[config.mk]
export PLATFORM = sky130hd
export DESIGN_NAME = ahb_apb_bridge
export DESIGN_NICKNAME = d
export VERILOG_FILES = /design/src/rtl/ahb_apb_bridge_pkg.sv /design/src/rtl/ahb_apb_bridge.sv
export SDC_FILE = /design/constraint.sdc
export NUM_CORES = 1
export LEC_CHECK = 0
export ABC_CLOCK_PERIOD_IN_PS = 4900
export CORE_MARGIN = 2
export CORE_UTILIZATION = 35
export DETAILED_ROUTE_END_ITERATION = 8
export GPL_TIMING_DRIVEN = 0
export PLACE_DENSITY_LB_ADDON = 0.15
export REMOVE_ABC_BUFFERS = 1
export SYNTH_ARGS = -nofsm -noshare
export SYNTH_HDL_FRONTEND = slang
export SYNTH_SLANG_ARGS = --single-unit
export TNS_END_PERCENT = 20
[constraint.sdc]
create_clock -name hclk -period 4.9 [get_ports hclk]
set_input_delay 0.98 -clock hclk [delete_from_list [all_inputs] [get_ports hclk]]
set_output_delay 0.98 -clock hclk [all_outputs]
set_load 0.005 [all_outputs]
[src/rtl/ahb_apb_bridge_pkg.sv]
// Shared types and encodings for the AHB-Lite to APB bridge.
package ahb_apb_bridge_pkg;

  typedef enum logic [2:0] {
    ST_IDLE,
    ST_LATCH,
    ST_SETUP,
    ST_ACCESS,
    ST_ERR1,
    ST_ERR2
  } state_e;

  localparam logic [1:0] HTRANS_IDLE   = 2'b00;
  localparam logic [1:0] HTRANS_BUSY   = 2'b01;
  localparam logic [1:0] HTRANS_NONSEQ = 2'b10;
  localparam logic [1:0] HTRANS_SEQ    = 2'b11;

  localparam logic [2:0] HSIZE_BYTE = 3'd0;
  localparam logic [2:0] HSIZE_HALF = 3'd1;
  localparam logic [2:0] HSIZE_WORD = 3'd2;

  // Byte lanes for a 32-bit APB write; reads carry no strobes.
  function automatic logic [3:0] calc_pstrb(input logic write, input logic [2:0] size,
                                            input logic [1:0] addr);
    logic [3:0] strb;
    strb = 4'h0;
    if (write) begin
      case (size)
        HSIZE_BYTE: strb = 4'b0001 << addr;
        HSIZE_HALF: strb = 4'b0011 << {addr[1], 1'b0};
        default:    strb = 4'hF;
      endcase
    end
    return strb;
  endfunction

endpackage

[src/rtl/ahb_apb_bridge.sv]
// AHB-Lite subordinate to APB requester bridge, one APB SETUP/ACCESS per AHB transfer.
// Define AHB_APB_BRIDGE_TIMEOUT_EN to bound ACCESS at TIMEOUT cycles with a forced ERROR.
module ahb_apb_bridge
  import ahb_apb_bridge_pkg::*;
#(
  parameter int unsigned ADDR    = 24,
  parameter int unsigned PADDR   = 8,
  parameter int unsigned DATA    = 32,
  parameter int unsigned TIMEOUT = 255
) (
  input  logic              hclk,
  input  logic              hreset_n,
  input  logic              hsel,
  input  logic [1:0]        htrans,
  input  logic [2:0]        hburst,
  input  logic [2:0]        hsize,
  input  logic [3:0]        hprot,
  input  logic              hmastlock,
  input  logic [ADDR-1:0]   haddr,
  input  logic              hwrite,
  input  logic [DATA-1:0]   hwdata,
  input  logic              hready,
  output logic [DATA-1:0]   hrdata,
  output logic              hresp,
  output logic              hreadyout,
  output logic              psel,
  output logic              penable,
  output logic              pwrite,
  output logic [2:0]        pprot,
  output logic [PADDR-1:0]  paddr,
  output logic [DATA-1:0]   pwdata,
  output logic [3:0]        pstrb,
  input  logic [DATA-1:0]   prdata,
  input  logic              pslverr,
  input  logic              pready
);

  state_e            state_q, state_d;
  logic              hreadyout_d, hresp_d, psel_d, penable_d, pwrite_d;
  logic [DATA-1:0]   hrdata_d, pwdata_d;
  logic [2:0]        pprot_d;
  logic [PADDR-1:0]  paddr_d;
  logic [3:0]        pstrb_d;
  logic              accept;
  logic              tmo_hit;

  logic unused_inputs;
  assign unused_inputs = ^{hburst, hmastlock, haddr[ADDR-1:PADDR], hprot[3:2]};

  assign accept = hsel & hready & ((htrans == HTRANS_NONSEQ) | (htrans == HTRANS_SEQ));

`ifdef AHB_APB_BRIDGE_TIMEOUT_EN
  localparam int unsigned CNT_W = $clog2(TIMEOUT + 1);
  logic [CNT_W-1:0] tmo_cnt;

  // Counts ACCESS cycles; hit fires in the TIMEOUT-th ACCESS cycle without pready.
  always_ff @(posedge hclk or negedge hreset_n) begin
    if (!hreset_n)                tmo_cnt <= '0;
    else if (state_q == ST_SETUP) tmo_cnt <= '0;
    else if (state_q == ST_ACCESS) tmo_cnt <= tmo_cnt + CNT_W'(1);
  end

  assign tmo_hit = (tmo_cnt == CNT_W'(TIMEOUT - 1));
`else
  logic unused_timeout;
  assign unused_timeout = (TIMEOUT == 32'd0);
  assign tmo_hit        = 1'b0;
`endif

  always_ff @(posedge hclk or negedge hreset_n) begin
    if (!hreset_n) begin
      state_q   <= ST_IDLE;
      hreadyout <= 1'b1;
      hresp     <= 1'b0;
      hrdata    <= '0;
      psel      <= 1'b0;
      penable   <= 1'b0;
      pwrite    <= 1'b0;
      pprot     <= '0;
      paddr     <= '0;
      pwdata    <= '0;
      pstrb     <= '0;
    end else begin
      state_q   <= state_d;
      hreadyout <= hreadyout_d;
      hresp     <= hresp_d;
      hrdata    <= hrdata_d;
      psel      <= psel_d;
      penable   <= penable_d;
      pwrite    <= pwrite_d;
      pprot     <= pprot_d;
      paddr     <= paddr_d;
      pwdata    <= pwdata_d;
      pstrb     <= pstrb_d;
    end
  end

  // Next state and next values of every registered output.
  always_comb begin
    state_d     = state_q;
    hreadyout_d = hreadyout;
    hresp_d     = hresp;
    hrdata_d    = hrdata;
    psel_d      = psel;
    penable_d   = penable;
    pwrite_d    = pwrite;
    pprot_d     = pprot;
    paddr_d     = paddr;
    pwdata_d    = pwdata;
    pstrb_d     = pstrb;
    case (state_q)
      ST_IDLE, ST_ERR2: begin
        state_d     = ST_IDLE;
        hreadyout_d = 1'b1;
        hresp_d     = 1'b0;
        psel_d      = 1'b0;
        penable_d   = 1'b0;
        if (accept) begin
          hreadyout_d = 1'b0;
          if (hsize > HSIZE_WORD) begin
            state_d = ST_ERR1;
            hresp_d = 1'b1;
          end else begin
            paddr_d  = haddr[PADDR-1:0];
            pwrite_d = hwrite;
            pprot_d  = {~hprot[0], 1'b0, hprot[1]};
            pstrb_d  = calc_pstrb(hwrite, hsize, haddr[1:0]);
            if (hwrite) begin
              state_d = ST_LATCH;
            end else begin
              state_d = ST_SETUP;
              psel_d  = 1'b1;
            end
          end
        end
      end
      ST_LATCH: begin
        pwdata_d = hwdata;
        psel_d   = 1'b1;
        state_d  = ST_SETUP;
      end
      ST_SETUP: begin
        penable_d = 1'b1;
        state_d   = ST_ACCESS;
      end
      ST_ACCESS: begin
        if (pready) begin
          psel_d    = 1'b0;
          penable_d = 1'b0;
          if (pslverr) begin
            state_d = ST_ERR1;
            hresp_d = 1'b1;
          end else begin
            state_d     = ST_IDLE;
            hreadyout_d = 1'b1;
            if (!pwrite) hrdata_d = prdata;
          end
        end else if (tmo_hit) begin
          psel_d    = 1'b0;
          penable_d = 1'b0;
          state_d   = ST_ERR1;
          hresp_d   = 1'b1;
        end
      end
      ST_ERR1: begin
        state_d     = ST_ERR2;
        hreadyout_d = 1'b1;
      end
      default: state_d = ST_IDLE;
    endcase
  end

endmodule

After elaboration in Yosys (flattened, before gate mapping)

Cells that the tools add are included.

Word-level logic and storage cells: 68
Register bits: 86
Output and inout port bits: 84

Mux-type cells: 23
Order comparisons: 1
Shift-type cells: 2
Equality and inequality tests: 11
Bitwise operators: 7
Reduce and logical (&&, ||, !) cells: 13

Operator list:

| kind                | count |
|---|---|
| $pmux 3 s5          | 1 |
| $mux 3              | 4 |
| $mux 1              | 11 |
| $pmux 1 s3          | 3 |
| $reduce_and 3->1    | 3 |
| $reduce_bool 3->1   | 3 |
| $pmux 4 s2          | 1 |
| $eq 3x1->1 const B  | 2 |
| $eq 3x2->1 const B  | 2 |
| $eq 3x3->1 const B  | 2 |
| $logic_not 3->1     | 2 |
| $ne 2x2->1 const B  | 3 |
| $eq 2x2->1 const B  | 2 |
| $mux 4              | 1 |
| $not 1->1           | 4 |
| $reduce_and 2->1    | 2 |
| $reduce_and 4->1    | 1 |
| $shl 1x2->4 const A | 1 |
| $shl 2x2->4 const A | 1 |
| $gt 3x2->1 const B  | 1 |
| $and 1x1->1         | 2 |
| $mux 2              | 1 |
| $pmux 1 s2          | 1 |
| $reduce_bool 2->1   | 1 |
| 2 further kinds     | 2 |

Logic depth before layout (Yosys ltp)

Depth after elaboration: 5
Depth in mapped cells: 6
Depth with buffers taken out: 3

Least setup slack after synthesis

Ideal clock, no wire load.

Kind: input -> register
From: in hsize[0]
To: reg paddr[0]
Path buffers: 1
Cell stages on the path: 4
Arrival time: 2.147 ns
Slack: 2.628 ns
Cells stage by stage: a21o_4 or4_1 buf_6 mux2_4

Word-level cells in the longest chain between the ends: 3

Ends and longest elaborated chain:

| item                              | RTL line              | RTL |
|---|---|---|
| start: declaration                | ahb_apb_bridge.sv:16  | `input logic [2:0] hsize,` |
| $gt 3x2->1                        | ahb_apb_bridge.sv:120 | `if (hsize > HSIZE_WORD) begin` |
| $not 1->1 (no source line)        | --                    |  |
| $reduce_and 3->1 (no source line) | --                    |  |
| end signal: assignment            | ahb_apb_bridge.sv:92  | `paddr <= paddr_d;` |
| end: declaration                  | ahb_apb_bridge.sv:30  | `output logic [PADDR-1:0] paddr,` |

Every way passes these cells.
A chain may end at the register's enable or synchronous reset.

Worst setup path after layout

From: in pready
To: reg hrdata[28]

Word-level cells in the longest chain between the ends: 1

Ends and longest elaborated chain:

| item                              | RTL line             | RTL |
|---|---|---|
| start: declaration                | ahb_apb_bridge.sv:35 | `input logic pready` |
| $reduce_and 4->1 (no source line) | --                   |  |
| end signal: assignment            | ahb_apb_bridge.sv:87 | `hrdata <= hrdata_d;` |
| end: declaration                  | ahb_apb_bridge.sv:23 | `output logic [DATA-1:0] hrdata,` |

Every way passes these cells.

==> impl_metrics.yaml <==
run_status:
  status: "complete, no violations"
layout:
  layout-drive-gt1-share_pct: 23.8
  area_growth_pct: 54.6
  postLayoutCoreUtil_pct: 56.2
  nNetsFinal: 514
  antennaDiodeCount: 0
  design_area_mm2: 0.00552
  stdcell_count: 544
worst_setup_path:
  reg2reg_slack_ps: 2620
  r2r_cells: 3
  crit_slowest_cell: "or3_2"
  crit_path_end_kind: "flip-flop"
  rr_endpoint: "hrdata[28]"
  cp_max_fo: 32
  path_cells: "clkdlybuf4s50_1 -> nand3b_1 -> or3_2 -> mux2_4"
  max_stage_delay_ps: 800
  path_class: "primary input to flip-flop"
  rr_startpoint: "state_q[1]"
  worstPathArrival_ps: 2920
  required_ps: 5130
  startpoint_type: "primary input"
hold_path:
  worstHoldEndpoint: "pwdata[26]"
  min_path_type: "flip-flop to flip-flop"
  hold_start: "pwdata[26]"
  min_delay_path_depth: 1
synth:
  synth-seq-area-share_pct: 60.4
  yosysTopAreaCell: "dfrtp_1"
  synth_area_mm2: 0.00357
  synth_edf_count: 0
  yosys.cell_count.top_type: "dfrtp_1"
  synth_ff_type: "dfrtp_1"
  synth_top_area_share_pct: 59.6
  ys_ff_latch: 86
  async_reset_ff_share_pct: 100
  ys_top_cells_by_area: "dfrtp_1 60%, mux2_2 22%, mux2_4 2.9%"
  synth.top_cells.by_count: "85 x dfrtp_1, 69 x mux2_2, 7 x a21oi_1, 7 x mux2_4"
  yosysWarnings: 0
  ys_types: 42
  avgSynthCellArea_um2: 14.9
  syn_inst: 240
clocking:
  cts_root_buf: "clkbuf_8"
  clkTransAtPathRegs_ps: 80
  post_cts_buffers: 0
  htreeDepth: 3
  cts_buffer_depth: 2
  cts_tree: "yes"
  cts_resized: 0
  cts.sinks: 86
  cts_buffers: 9
  clk_latency_ps: 340
  hold_buffers: 0
sta:
  relSlewSlack_pct: 40.4
  hold_slack_ps: 507
  max_freq_ghz: 0.372
  min_period_ps: 2690
  final-setup-viol-count: 0
  fin_setup_tns_ps: 0
  rsz0062_at_grt: "false"
  finClkSkew_ps: 11.0
  drv_slew: 0
  hold_viol: 0
  tightest_slew_ps: 893
  finalCritPeriodShare_pct: 54.8
floorplanning:
  die_y_um: 105
  rows: 36
  die_w_um: 105
  start_util_pct: 36.3
  io_pins: 192
  core_area_mm2: 0.00982
  die-area_mm2: 0.0110
routing:
  vias: 2601
  postRouteAntennaNets: 0
  avgViaCountPerCell: 4.78
  drt_iter0_drc: 83
  route.detailed.drc: 0
  dr.pass1.iters: 4
  wl_per_cell_um: 15.4
  drt-total-wl_mm: 8.40
power_and_ir_drop:
  p_leak_nw: 2.31
  irDropWorstVdd_uv: 222
  powerDensity_mw_per_mm2: 576
grt:
  antenna_found_initial: 0
  grt_max_degree: 49
  grt_pass1_vias: 2696
  track_usage_pct: 15.8
  grt_pass1_wl_mm: 13.7
  grt.overflow.total: 0
place:
  gp_congestion: 0.818
  placed_area_mm2: 0.00533
  port_buffers: 167
  placed_cells_incl_taps: 528
  dp_hpwl_mm: 6.16
run:
  drv_cap: 0
-- cells by family after synthesis --
family / after synthesis / share of synthesized area (%)
AO/OA/AOI/OAI: 29 / 5.93
XOR/XNOR: 1 / 0.246
flip-flops: 86 / 60.4
other: 1 / 0.105
buffers and inverters: 19 / 3.51
AND/OR/NAND/NOR: 27 / 4.84
multiplexers: 77 / 25.0
-- placed cells by master (no fill, tap or decap), types with 2 or more instances in the layout --
master	instances
a211oi_1	3
a21boi_0	2
a21oi_1	7
clkbuf_1	4
clkbuf_8	10
clkdlybuf4s50_1	166
dfrtp_1	85
inv_1	6
mux2_2	69
mux2_4	7
nand2_1	2
nand2b_1	3
nand3_1	3
nor2_1	5
nor2b_1	3
o21ai_0	3
o31ai_1	2
o32ai_1	2
o41ai_1	2
-- registers in the layout, indices dropped and copies added (netlist names) --
signal,flops
pprot,2
state_q,3
penable,1
pwrite,1
hrdata,32
hresp,1
psel,1
hreadyout,1
paddr,8
pstrb,4
pwdata,32
-- power by group --
part | switching [mW] | leakage (nW) | internal (mW)
logic | 0.428 | 1.17 | 0.989
clock network | 0.234 | 0.0947 | 0.250
registers | 0.213 | 1.04 | 1.06
-- critical path, delay by kind of cell --
kind | cells | cell delay, ps
AND/OR/NAND/NOR | 2 | 940
buffers and inverters | 1 | 560
multiplexers | 1 | 430
-- worst max path at each step --
stage	slack (ps)	endpoint	startpoint
2_1_floorplan	2360	pwdata[0]	state_q[2]
4_1_cts	2220	hrdata[28]	pready
3_3_place_gp	-410	hrdata[22]	hreset_n
3_5_place_dp	1850	hrdata[28]	pready
5_1_grt	2170	hrdata[28]	pready
6_report	2210	hrdata[28]	pready
-- per-stage QoR --
step / power, mW / setup WS, ps
finish: 3.18 / 2210
global route: 3.40 / 2170
CTS: 3.23 / 2220
detailed placement: 2.72 / 1850
global placement: 2.68 / -414
floorplan: 1.83 / 2360
-- layer usage --
layer | share of wire (%) | vias to the layer above | wire length [um] | track usage [%]
met4 | 1.2 | 0 | 97 | 6.29
met2 | 45 | 122 | 3760 | 23.3
li1 | - | 1189 | - | -
met1 | 44 | 1281 | 3700 | 20.6
met3 | 10 | 9 | 841 | 6.61
met5 | 0 | - | 0 | 0
-- layout make-up --
class                   count  area, um2
multi-input cells         135       1300
clock buffers              14        153
repair buffers            168       1690
fillers                   893       4300
flip-flops and latches     86       2150
inverters                   6       22.5
well taps                 133        166
clock inverters             2       35.0
(Power assumes the default switching activity.)
==> RTL edit 1 (same settings) <==
The option `AHB_APB_BRIDGE_TIMEOUT_EN` is turned on by a define.
--- a/src/rtl/ahb_apb_bridge.sv
+++ b/src/rtl/ahb_apb_bridge.sv
@@ -1,4 +1,6 @@
 // AHB-Lite subordinate to APB requester bridge, one APB SETUP/ACCESS per AHB transfer.
 // Define AHB_APB_BRIDGE_TIMEOUT_EN to bound ACCESS at TIMEOUT cycles with a forced ERROR.
+`define AHB_APB_BRIDGE_TIMEOUT_EN
+
 module ahb_apb_bridge
   import ahb_apb_bridge_pkg::*;
Function: no difference found for any inputs over 10 cycles, from zero or initial values and one cycle with hreset_n low; that may be too few to reach the edited logic, so the function may still have changed.
==> RTL edit 1 against the original RTL <==
  * Final area rose by 11%
  * Power rose by 8.8%
  * Worst setup slack got worse by 39 ps
  * Routed wire length rose by 7.3%
  * Area after synthesis rose by 14%
  * Sequential power rose by 6%
  * Count of clock-buffer cells in the layout fell by 2
  * First-iteration DRC count fell by 34%
  * Sequential cell count rose by 8
  * Critical endpoint is now paddr[6]
  * Largest power group unchanged
==> RTL edit 1: results (changes against the original RTL) <==
| Metric | Value |
|---|---|
| Crit Path Max Fanout | 17 (was 32) |
| Ys flop type | dfrtp_1 (unchanged) |
| Worst Setup EP | paddr[6] (was hrdata[28]) |
| Mux contribution to synthesized area | 24.0% (was 25.0%) |
| Clk Latency, worst-skew pair | 330 ps |
| DRT Pass-1 Iters | 4 (unchanged) |
| # fillers | 977 (was 893) |
| Synth area leaders | dfrtp_1 57%, mux2_2 12%, mux2_4 11%, o21ai_0 2.3%, nand2_1 1.6% (was dfrtp_1 60%, mux2_2 22%, mux2_4 2.9%, buf_6 1.9%, a21oi_1 0.98%) |
| Synthesis Warnings | 0 (unchanged) |
| Psw | 0.937 mW (was 0.875 mW) |
| R2R cell count | 5 (was 3) |
| Launch point of the worst reg-to-reg path | state_q[1] (unchanged) |
| Post-DR wirelength/cell | 14.9 µm (was 15.4 µm) |
| GP Congestion | 0.754 (was 0.818) |
| Post-cts gate resize count | 0 (unchanged) |
| Share of cells above drive strength 1 | 20.5% (was 23.8%) |
| Via density | 4.65 (was 4.78) |
| Synth cell count leaders | 93 x dfrtp_1, 43 x mux2_2, 30 x mux2_4, 19 x o21ai_0, 17 x nand2_1 (was 85 x dfrtp_1, 69 x mux2_2, 7 x a21oi_1, 7 x mux2_4) |
| Max VDD drop | 236 µV (was 222 µV) |
| Crit path DAT | 2940 ps (was 2920 ps) |
| Post-CTS Setup Inserts | 0 (unchanged) |
| Clock skew | 5.53 ps (was 11.0 ps) |
| CP startpoint | hready (was pready) |
| Detail Placement HPWL | 6670 µm (was 6160 µm) |
| DRC | 0 (unchanged) |
| Inserted Diodes | 0 (unchanged) |
| Status | finished clean (unchanged) |
| Violation count after the first detailed-route iteration | 55 (was 83) |
| Post-synthesis compound-gate area fraction | 5.31% (was 5.93%) |
| TritonCTS Buffers | 9 (unchanged) |
| Root Buffer | clkbuf_16 (was clkbuf_8) |
| Total GRT Usage | 15.2% (was 15.8%) |
| Async set-or-reset flop fraction in the synthesized netlist | 100% (unchanged) |
| Largest regs | hrdata x32, pwdata x32 (was hrdata x32, pwdata x32, paddr x8) |
| First-pass GRT wire length | 15,200 µm (was 13,700 µm) |
| Initial antenna violation count | 0 (unchanged) |
| Port Buf Inserts | 167 (unchanged) |
| Layout Nets | 569 (was 514) |
| Vias in the first global route | 3,049 (was 2,696) |
| Maximum number of pins on one net before global-route repair | 51 (was 49) |
| Slew margin rel. | 37.4% (was 40.4%) |
| Register area share after synthesis | 58.0% (was 60.4%) |
| Htree depth | 3 (unchanged) |
| Netlist cell types | 42 (unchanged) |
| Post-Synth XOR/XNOR Area | 0.432% (was 0.246%) |
| Clk buf depth | 2 (unchanged) |
| Worst R2R End | hrdata[29] (was hrdata[28]) |
| Clk slew on worst S/H paths | 60 ps (was 80 ps) |
| Synth Area in Adders | 1.11% (was 0%) |
| R2R setup slack | 2250 ps (was 2620 ps) |
| Leakage power total | 2.67 nW (was 2.31 nW) |
| Hold Crit Class | reg -> reg (unchanged) |
## RTL edit 1: power by group through the flow
stage / combinational (mW) / clock [mW] / sequential, mW
floorplan: 0.577 / 0 / 1.36
global placement: 1.44 / 0 / 1.34
detailed placement: 1.46 / 0 / 1.36
CTS: 1.47 / 0.694 / 1.35
global route: 1.55 / 0.729 / 1.40
finish: 1.44 / 0.670 / 1.35
## RTL edit 1: final cells by class
class,count,share of cell area [%]
Timing Repair Buffer,169,28.1
Inverter,10,0.653
Clock inverter,3,0.754
Tap cell,143,2.92
Sequential cell,94,38.4
Clock buffer,12,3.85
Multi-Input combinational cell,175,25.4
## RTL edit 1: worst min-delay path by stage
stage,start,end,slack (ps),cells past startpoint
finish,pprot[2],pprot[2],480,2
global placement,pprot[2],pprot[2],470,2
CTS,pprot[2],pprot[2],480,2
floorplan,pprot[2],pprot[2],470,2
global route,penable,penable,510,1
detailed placement,pprot[2],pprot[2],470,2
## RTL edit 1: worst max-delay path, cell delays in order
cell	delay (ps)
clkdlybuf4s50_1	460
nand3_1	230
nor4_4	850
mux2_2	410
## RTL edit 1: through the flow
stage	hold WS (ps)	cell area (µm²)	worst slack (ps)	std cells
after floorplan	473	3930	2100	279
after global placement	468	5780	-762	589
after detailed placement	470	5850	1800	591
after CTS	483	6140	2160	606
after global routing	515	6140	2000	606
final	484	6140	2170	606
## RTL edit 1: routing by layer
| metal | global-route usage (%) | vias to the layer above | wire length, µm |
|---|---|---|---|
| met5 | 0 | - | 0 |
| met4 | 6.17 | 0 | 148 |
| met3 | 4.68 | 11 | 662 |
| met2 | 24.4 | 101 | 4330 |
| met1 | 19.1 | 1346 | 3880 |
| li1 | - | 1357 | - |
==> RTL edit 2 (same flow settings) <==
Made on the original files. Encoding of `state_e`: now Gray code (3 bits for 6 states).
--- a/src/rtl/ahb_apb_bridge_pkg.sv
+++ b/src/rtl/ahb_apb_bridge_pkg.sv
@@ -3,10 +3,10 @@
 
   typedef enum logic [2:0] {
-    ST_IDLE,
-    ST_LATCH,
-    ST_SETUP,
-    ST_ACCESS,
-    ST_ERR1,
-    ST_ERR2
+    ST_IDLE   = 3'b000,
+    ST_LATCH  = 3'b001,
+    ST_SETUP  = 3'b011,
+    ST_ACCESS = 3'b010,
+    ST_ERR1   = 3'b110,
+    ST_ERR2   = 3'b111
   } state_e;
 
Behaviour: same outputs for any inputs over 10 cycles, from zero or initial values and one cycle with hreset_n low; not proved beyond that.
==> RTL edit 2 against the original RTL <==
  * Worst setup slack improved by 59 ps
  * Sequential cell count is the same
  * Routed wire length decreased by 4.7%
  * Largest cell class unchanged
  * Power increased by 2.5%
  * Clock power grew 17%
  * Sequential share of layout area down 0.63 points
  * Final area rose by 1.6%
  * Area after synthesis decreased by 0.81%
  * Register-to-register slack better by 40 ps
  * Combinational power about the same
  * Worst hold slack got worse by 19 ps
==> RTL edit 2: results (changes against the original RTL) <==
| Metric | Value |
|---|---|
| Vias post-DR | 2,547 (was 2,601) |
| Crit path DAT | 2850 ps (was 2920 ps) |
| Routing usage on met3 | 5.36% (was 6.61%) |
| First-pass GRT wire length | 13,300 µm (was 13,700 µm) |
| CP peak stage delay | 630 ps (was 800 ps) |
| Violation count after the first detailed-route iteration | 55 (was 83) |
| Maximum number of pins on one net before global-route repair | 53 (was 49) |
| Met1 global-route usage | 20.2% (was 20.6%) |
| Launch point of the worst reg-to-reg path | state_q[1] (unchanged) |
| P&R area growth vs syn | 58.5% (was 54.6%) |
| Total GRT Usage | 15.1% (was 15.8%) |
| Status | finished clean (unchanged) |
| GR Util met2 | 22.7% (was 23.3%) |
| Synth cell count leaders | 85 x dfrtp_1, 42 x mux2_2, 30 x mux2_4, 16 x nand2_1, 16 x o21ai_0 (was 85 x dfrtp_1, 69 x mux2_2, 7 x a21oi_1, 7 x mux2_4) |
| Share of cells above drive strength 1 | 22.7% (was 23.8%) |
| Crit Path Max Fanout | 25 (was 32) |
| Delay-heaviest family, CP | buffers and inverters (was simple AND/OR/NAND/NOR gates) |
| Clk buf depth | 2 (unchanged) |
| Register area share after synthesis | 60.9% (was 60.4%) |
| Max VDD drop | 282 µV (was 222 µV) |
| Clock skew | 9.99 ps (was 11.0 ps) |
| Internal | 2.41 mW (was 2.30 mW) |
| Netlist cell types | 30 (was 42) |
| Detail Placement HPWL | 5920 µm (was 6160 µm) |
| WL final | 8010 µm (was 8400 µm) |
| # fillers | 847 (was 893) |
| Synth area leaders | dfrtp_1 60%, mux2_2 13%, mux2_4 13%, o21ai_0 2.3%, nand2_1 1.7% (was dfrtp_1 60%, mux2_2 22%, mux2_4 2.9%, buf_6 1.9%, a21oi_1 0.98%) |
| Slew margin rel. | 45.4% (was 40.4%) |
| Min-delay src | pprot[2] (was pwdata[26]) |
| Place WS | 1900 ps (was 1850 ps) |
| Leakage power total | 2.43 nW (was 2.31 nW) |
[RTL edit 2: cells by family after synthesis]
family,count (synthesis),synth area share (%)
AND/OR/NAND/NOR,35,4.56
buffers and inverters,15,2.55
multiplexers,73,26.4
other,1,0.106
AO/OA/AOI/OAI,33,5.52
flip-flops,86,60.9
[RTL edit 2: worst reg2reg max path, cell delays in order, from the launching register on]
cell	delay (ps)
dfrtp_1	560
and3_1	320
o211ai_1	600
buf_4	310
mux2_2	340
[RTL edit 2: layer usage]
metal | share of wire [%] | vias up | wire length (µm)
met1 | 44 | 1225 | 3530
met3 | 10 | 8 | 807
met4 | 0.94 | 0 | 75
met2 | 45 | 121 | 3590
met5 | 0 | - | 0
li1 | - | 1193 | -
[RTL edit 2: worst paths after layout]
path | slack, ps | endpoint
min in group asynchronous | 590 | pwdata[22]
min reg2reg | 490 | pprot[2]
max | 2270 | hrdata[28]
min | 490 | pprot[2]
max reg2reg | 2660 | paddr[4]
max in group asynchronous | 3690 | hrdata[27]
[RTL edit 2: power groups by stage]
stage               Sequential [mW]  Clock (mW)  Combinational, mW
floorplan                      1.29           0              0.537
global placement               1.27           0               1.41
detailed placement             1.28           0               1.44
CTS                            1.28       0.594               1.44
global route                   1.33       0.618               1.53
finish                         1.27       0.566               1.42
[RTL edit 2: area by class of cell]
cell class,instances,share of cell area [%]
Clock buffer,10,2.28
Clock inverter,4,1.74
Inverter,2,0.134
Multi-Input combinational cell,142,23.2
Sequential cell,86,38.4
Tap cell,133,2.97
Timing Repair Buffer,171,31.2
[RTL edit 2: through the flow]
step / power [mW] / cells
floorplan: 1.83 / 230
global placement: 2.68 / 530
detailed placement: 2.72 / 534
CTS: 3.31 / 548
global route: 3.47 / 548
finish: 3.26 / 548
